### config.mk
export PLATFORM = sky130hd
export DESIGN_NAME = mem_port_arbiter
export DESIGN_NICKNAME = d
export VERILOG_FILES = /design/src/rtl/mem_port_arbiter_pkg.sv /design/src/rtl/mem_port_arbiter_rr_pick.sv /design/src/rtl/mem_port_arbiter.sv
export SDC_FILE = /design/constraint.sdc
export NUM_CORES = 1
export LEC_CHECK = 0
export BUFFER_PORTS_ARGS = -buffer_cell sky130_fd_sc_hd__buf_2
export CORE_AREA = 2 2 286 288
export DETAILED_ROUTE_END_ITERATION = 6
export DIE_AREA = 0 0 288 290
export HOLD_SLACK_MARGIN = 0.15
export PLACE_DENSITY = 0.4
export SETUP_SLACK_MARGIN = 0.1
export SKIP_LAST_GASP = 1
export SYNTH_ARGS = -nofsm -noshare
export SYNTH_HDL_FRONTEND = slang
export SYNTH_SLANG_ARGS = --single-unit
### constraint.sdc
create_clock -name clk -period 2.1 [get_ports clk]
set_clock_uncertainty 0.2 [all_clocks]
set_input_delay 0.42 -clock clk [delete_from_list [all_inputs] [get_ports clk]]
set_output_delay 0.42 -clock clk [all_outputs]
set_load 0.1 [all_outputs]
### src/rtl/mem_port_arbiter_pkg.sv
// rtl/mem_port_arbiter_pkg.sv - shared sizes, FSM encoding and index helper for the memory port arbiter
package mem_port_arbiter_pkg;

   // Default block width shared by the caches and the block memory.
   localparam int MEMORY_BLOCK_SIZE = 128;

   // Default word address width of the block memory.
   localparam int DEFAULT_ADDR_W = 10;

   // Arbiter transaction states.
   typedef enum logic [1:0] {
      ST_IDLE = 2'd0,
      ST_BUSY = 2'd1,
      ST_RESP = 2'd2
   } arb_state_e;

   // Width of an index into n items; a single item still needs one bit.
   function automatic int idx_w(input int n);
      return (n > 1) ? $clog2(n) : 1;
   endfunction

endpackage

### src/rtl/mem_port_arbiter_rr_pick.sv
// rtl/mem_port_arbiter_rr_pick.sv - combinational round-robin priority selector
module mem_port_arbiter_rr_pick
   import mem_port_arbiter_pkg::*;
#(
   parameter int N     = 2,
   parameter int PTR_W = idx_w(N)
) (
   input  logic [N-1:0]     req,
   input  logic [PTR_W-1:0] ptr,
   output logic             valid,
   output logic [PTR_W-1:0] grant
);

   int               idx;
   logic [PTR_W-1:0] sel;

   // Walk from the slot furthest behind ptr toward ptr so the last hit is the first requester at or after ptr.
   always_comb begin
      valid = 1'b0;
      grant = '0;
      idx   = 0;
      sel   = '0;
      for (int k = N - 1; k >= 0; k--) begin
         idx = int'(ptr) + k;
         if (idx >= N) begin
            idx = idx - N;
         end
         sel = PTR_W'(idx);
         if (req[sel]) begin
            valid = 1'b1;
            grant = sel;
         end
      end
   end

endmodule

### src/rtl/mem_port_arbiter.sv
// rtl/mem_port_arbiter.sv - N-channel round-robin arbiter from cache low-side ports to one block memory
module mem_port_arbiter
   import mem_port_arbiter_pkg::*;
#(
   parameter int N_CH    = 2,
   parameter int BLK_W   = MEMORY_BLOCK_SIZE,
   parameter int ADDR_W  = DEFAULT_ADDR_W,
   parameter int TIMEOUT = 64
) (
   input  logic                  clk,
   input  logic                  rst,
   input  logic [N_CH-1:0]       ch_req,
   input  logic [N_CH-1:0]       ch_wr,
   input  logic [N_CH*32-1:0]    ch_addr,
   input  logic [N_CH*BLK_W-1:0] ch_din,
   output logic [N_CH-1:0]       ch_rdy,
   output logic [N_CH-1:0]       ch_err,
   output logic [BLK_W-1:0]      ch_dout,
   output logic                  mem_req,
   output logic                  mem_wr,
   output logic [ADDR_W-1:0]     mem_addr,
   output logic [BLK_W-1:0]      mem_din,
   input  logic [BLK_W-1:0]      mem_dout,
   input  logic                  mem_rdy
);

   localparam int PTR_W = idx_w(N_CH);
   localparam int CNT_W = (TIMEOUT > 0) ? $clog2(TIMEOUT + 1) : 1;
   // Last BUSY cycle index before the transaction is abandoned.
   localparam logic [CNT_W-1:0] CNT_LAST = (TIMEOUT > 0) ? CNT_W'(TIMEOUT - 1) : '0;

   arb_state_e          state, state_d;
   logic [PTR_W-1:0]    g, g_d;
   logic [PTR_W-1:0]    rr_ptr, rr_ptr_d;
   logic [CNT_W-1:0]    cnt, cnt_d;
   logic                mem_req_d, mem_wr_d;
   logic [ADDR_W-1:0]   mem_addr_d;
   logic [BLK_W-1:0]    mem_din_d, ch_dout_d;
   logic [N_CH-1:0]     ch_rdy_d, ch_err_d;

   logic                pick_valid;
   logic [PTR_W-1:0]    pick_grant;
   int                  a_base;
   int                  d_base;

   // Only the low ADDR_W bits of each cache address reach the memory.
   logic                unused_addr_bits;
   assign unused_addr_bits = ^ch_addr;

   mem_port_arbiter_rr_pick #(
      .N     (N_CH),
      .PTR_W (PTR_W)
   ) u_rr_pick (
      .req   (ch_req),
      .ptr   (rr_ptr),
      .valid (pick_valid),
      .grant (pick_grant)
   );

   // Next-state and next-output logic; every output is the registered copy of its _d value.
   always_comb begin
      state_d    = state;
      g_d        = g;
      rr_ptr_d   = rr_ptr;
      cnt_d      = cnt;
      mem_req_d  = mem_req;
      mem_wr_d   = mem_wr;
      mem_addr_d = mem_addr;
      mem_din_d  = mem_din;
      ch_dout_d  = ch_dout;
      ch_rdy_d   = '0;
      ch_err_d   = '0;
      a_base     = 32 * int'(pick_grant);
      d_base     = BLK_W * int'(pick_grant);

      case (state)
         ST_IDLE: begin
            if (pick_valid) begin
               g_d        = pick_grant;
               mem_wr_d   = ch_wr[pick_grant];
               mem_addr_d = ch_addr[a_base +: ADDR_W];
               mem_din_d  = ch_din[d_base +: BLK_W];
               mem_req_d  = 1'b1;
               cnt_d      = '0;
               state_d    = ST_BUSY;
            end
         end
         ST_BUSY: begin
            // Channel inputs are deliberately not looked at here; the latched request owns the memory.
            if (mem_rdy) begin
               mem_req_d   = 1'b0;
               ch_rdy_d[g] = 1'b1;
               if (!mem_wr) begin
                  ch_dout_d = mem_dout;
               end
               state_d = ST_RESP;
            end else if ((TIMEOUT > 0) && (cnt == CNT_LAST)) begin
               mem_req_d   = 1'b0;
               ch_rdy_d[g] = 1'b1;
               ch_err_d[g] = 1'b1;
               state_d     = ST_RESP;
            end else begin
               cnt_d = cnt + CNT_W'(1);
            end
         end
         ST_RESP: begin
            // ch_rdy is visible this cycle; advance priority past the channel just served.
            rr_ptr_d = (g == PTR_W'(N_CH - 1)) ? '0 : g + PTR_W'(1);
            state_d  = ST_IDLE;
         end
         default: begin
            state_d = ST_IDLE;
         end
      endcase
   end

   // State and output registers with asynchronous clear.
   always_ff @(posedge clk or negedge rst) begin
      if (!rst) begin
         state    <= ST_IDLE;
         g        <= '0;
         rr_ptr   <= '0;
         cnt      <= '0;
         mem_req  <= 1'b0;
         mem_wr   <= 1'b0;
         mem_addr <= '0;
         mem_din  <= '0;
         ch_dout  <= '0;
         ch_rdy   <= '0;
         ch_err   <= '0;
      end else begin
         state    <= state_d;
         g        <= g_d;
         rr_ptr   <= rr_ptr_d;
         cnt      <= cnt_d;
         mem_req  <= mem_req_d;
         mem_wr   <= mem_wr_d;
         mem_addr <= mem_addr_d;
         mem_din  <= mem_din_d;
         ch_dout  <= ch_dout_d;
         ch_rdy   <= ch_rdy_d;
         ch_err   <= ch_err_d;
      end
   end

endmodule

==> out/qor.txt <==
=================================================================================================
Placer Congestion                                                                           0.814
H-tree levels                                                                                   2
Number of distinct library cell variants in the gate-level netlist after synthesis             28
Crit path cell chain                                                                 dlygate4sd3_1 -> buf_4 -> inv_1 -> o21ai_4 -> buf_12 -> buf_16 -> buf_4 -> mux2i_1 -> o21ai_1
Final worst-path setup slack                                                             0.119 ns
Worst hold path class                                                                input pin to flip-flop
Sequential element share of the synthesized area                                            59.8%
Outcome                                                                              finished clean
Synthesized flop and latch total                                                              283
Pins Over Slew Limit                                                                            0
Achievable frequency                                                                    0.505 GHz
Critical Setup Path Class                                                            input pin to flip-flop
Dominant delay contributor by cell family on the critical path                       buffers and inverters
Overall fraction of global-route tracks in use                                              10.9%
Max-cap check violation count                                                                   0
Die span in y                                                                              290 um
Share of post-route cells with drive strength above 1                                       46.0%
Worst slew pin tran                                                                      0.655 ns
Worst Hold Margin                                                                        0.253 ns
Total Die Area                                                                          83500 um2
Final setup violation count                                                                     0
Area of the core                                                                        80200 um2
Top_reg_cell synth                                                                        dfrtp_1
Pin count of the biggest net entering global routing                                           52
Period utilisation layout                                                                   94.3%
Total area of sequential cells                                                           7080 um2
Row cnt                                                                                       104
Most frequent cell after synthesis                                                        dfrtp_1
Syn Inst Count                                                                                942
Clock buffers created by TritonCTS                                                             37
Total number of yosys warnings                                                                  0
Portion of synthesized cell area occupied by the leading cell type                          59.8%
WP buf/inv                                                                                      6
Dominant cell type by count on the critical path                                            buf_4
Total wirelength of the detailed-routed design                                            49.3 mm
Layout Nets                                                                                  2548
RSZ-0062 raised after global routing                                                         true
Clock network latency to the later pin of the worst-skew pair                             0.54 ns
Vias in the first global route                                                              12800
Combined area of all synthesized cells                                                  11800 um2
CP max FO                                                                                       8
Required time worst endpoint                                                              2.32 ns
Chip width                                                                                 288 um
Critical Path Start Type                                                                input pin
TritonCTS clock tree                                                                        built
Final global-route overflow total                                                               0
Crit-path slowest cell                                                               dlygate4sd3_1
Routed length per instance                                                                15.5 um
Filler cells                                                                                 8237
Worst setup startpoint                                                                  ch_req[0]
Net count of the mapped netlist                                                              1398
Data arrival time of the worst path                                                       2.20 ns
Sum of negative setup slack                                                                  0 ns
Pre-CTS setup slack                                                                      0.123 ns
Relative max-transition margin                                                              56.2%
Area growth syn-to-layout                                                                   95.2%
Footprint of the multi-input gates                                                       4490 um2
DR iter-0 viols                                                                               236
Kind of end point of the critical path                                                  flip-flop
Number of hold-slack violations in the final timing report                                      0
Starting density of the core                                                                14.8%
Start point of the worst hold path                                                      ch_req[1]
Half-perimeter wire length after detailed placement                                       32.8 mm
Clock slew at reported path FFs                                                           0.05 ns
Number of enable-type register cells in the synthesized netlist                                 0
Fraction of synthesis flops using an asynchronous set or reset pin                           100%
Input/output buffers                                                                          682
Launching point of the worst reg2reg path                                                state[1]
Final routed DRC violation total                                                                0
Global-route wire length before repair                                                    70.9 mm
Average via count per standard cell                                                          3.66
CTS sink count                                                                                283
First-pass DRT Iterations                                                                       4
Top cells by area in the synthesized netlist                                         dfrtp_1 60%, mux2_2 12%, mux2i_1 12%
Delay of the slowest critical-path stage                                                  0.54 ns
Clk buf depth                                                                                   3
Number of placed I/O pins                                                                     727
Clock root cell                                                                         clkbuf_16
Antenna violations before repair                                                                2
Antenna Nets Post-Route                                                                         0
Cell types with the highest counts after synthesis                                   283 x dfrtp_1, 144 x nand2_1, 140 x mux2i_1
Final Critical Period                                                                     1.98 ns
Mean Syn Cell Area                                                                       12.6 um2
Post-synthesis cell type with the largest combined area                                   dfrtp_1
Via count                                                                                   11600
=================================================================================================
==> state kept, by name, indices dropped and copies added, names as in the netlist <==
| signal | flops |
|---|---|
| ch_err | 2 |
| mem_din | 128 |
| mem_req | 1 |
| rr_ptr | 1 |
| mem_wr | 1 |
| mem_addr | 10 |
| ch_dout | 128 |
| g | 1 |
| cnt | 7 |
| ch_rdy | 2 |
| state | 2 |
==> layer usage <==
| metal | GRT usage, % | share of wire, % | up-vias |
|---|---|---|---|
| met5 | 0 | 0 | - |
| met4 | 5.93 | 5.2 | 0 |
| met3 | 3.29 | 7.5 | 139 |
| met2 | 20.2 | 52 | 522 |
| met1 | 10.9 | 36 | 5374 |
| li1 | - | - | 5584 |
==> worst reg2reg max path, stage by stage, from the launching register on <==
cell	delay, ns
dfrtp_1	0.37
nand2b_4	0.19
nor3b_4	0.22
buf_12	0.19
buf_16	0.21
mux2_2	0.38
==> layout make-up <==
type / instances / share of cell area [%]
Clock inverter: 11 / 0.471
Clock buffer: 53 / 4.53
Sequential cell: 283 / 30.7
Timing Repair Buffer: 1171 / 39.0
Antenna cell: 1 / 0.0108
Tap cell: 1060 / 5.74
Inverter: 6 / 0.0975
Multi-Input combinational cell: 593 / 19.4
==> metrics by stage <==
step                utilization (%)  instance area, um2  cells
floorplan                         -               11800    942
global placement               21.0               16800   2685
detailed placement             21.0               16800   2685
CTS                            27.9               22300   3163
global route                   28.8               23100   3178
finish                         28.8               23100   3178
==> cell families after synthesis <==
family                   count (synthesis)  share of synthesized area (%)
AO/OA/AOI/OAI                          155                           6.86
adder cells (fa/ha/maj)                  1                          0.106
buffers and inverters                   66                           3.44
flip-flops                             283                           59.8
multiplexers                           268                           24.0
AND/OR/NAND/NOR                        169                           5.72
==> cells in the final DEF (no fill, tap or decap), types with 2 or more instances in the layout <==
cell / instances
buf_16: 2
o21ai_4: 2
o21ai_1: 100
mux2i_4: 2
buf_4: 118
mux2_2: 128
dfrtp_2: 2
o2bb2ai_1: 4
buf_6: 13
clkbuf_4: 152
nor3_1: 4
mux2i_2: 24
clkinv_2: 6
nand2_1: 144
dfrtp_1: 281
a21oi_1: 3
buf_12: 14
dlygate4sd3_1: 414
clkbuf_8: 6
inv_1: 6
mux2i_1: 114
clkbuf_16: 40
o21ai_0: 43
nor2_1: 9
buf_2: 454
clkinv_8: 2
clkbuf_1: 10
nand3_1: 4
==> what timing repair did <==
action                                  4_1_cts  5_1_grt
endpoints found under the setup margin       73      236
endpoints found under the hold margin       557        0
pin swaps                                     0        1
hold buffers                                414        0
gates resized for setup                      74      204
buffers inserted                              0       10
gates cloned                                  0        4
==> worst paths after layout <==
check,slack [ns],to,cells after the start
max,0.12,mem_addr[5],9
min,0.25,cnt[6],5
max reg2reg,0.22,ch_dout[60],5
min reg2reg,0.28,mem_din[8],2
max in group asynchronous,0.25,ch_dout[50],3
min in group asynchronous,0.37,ch_dout[70],3
Power is not shown: default switching activity piles up to over one toggle a cycle in this logic, so the estimate is an artifact.
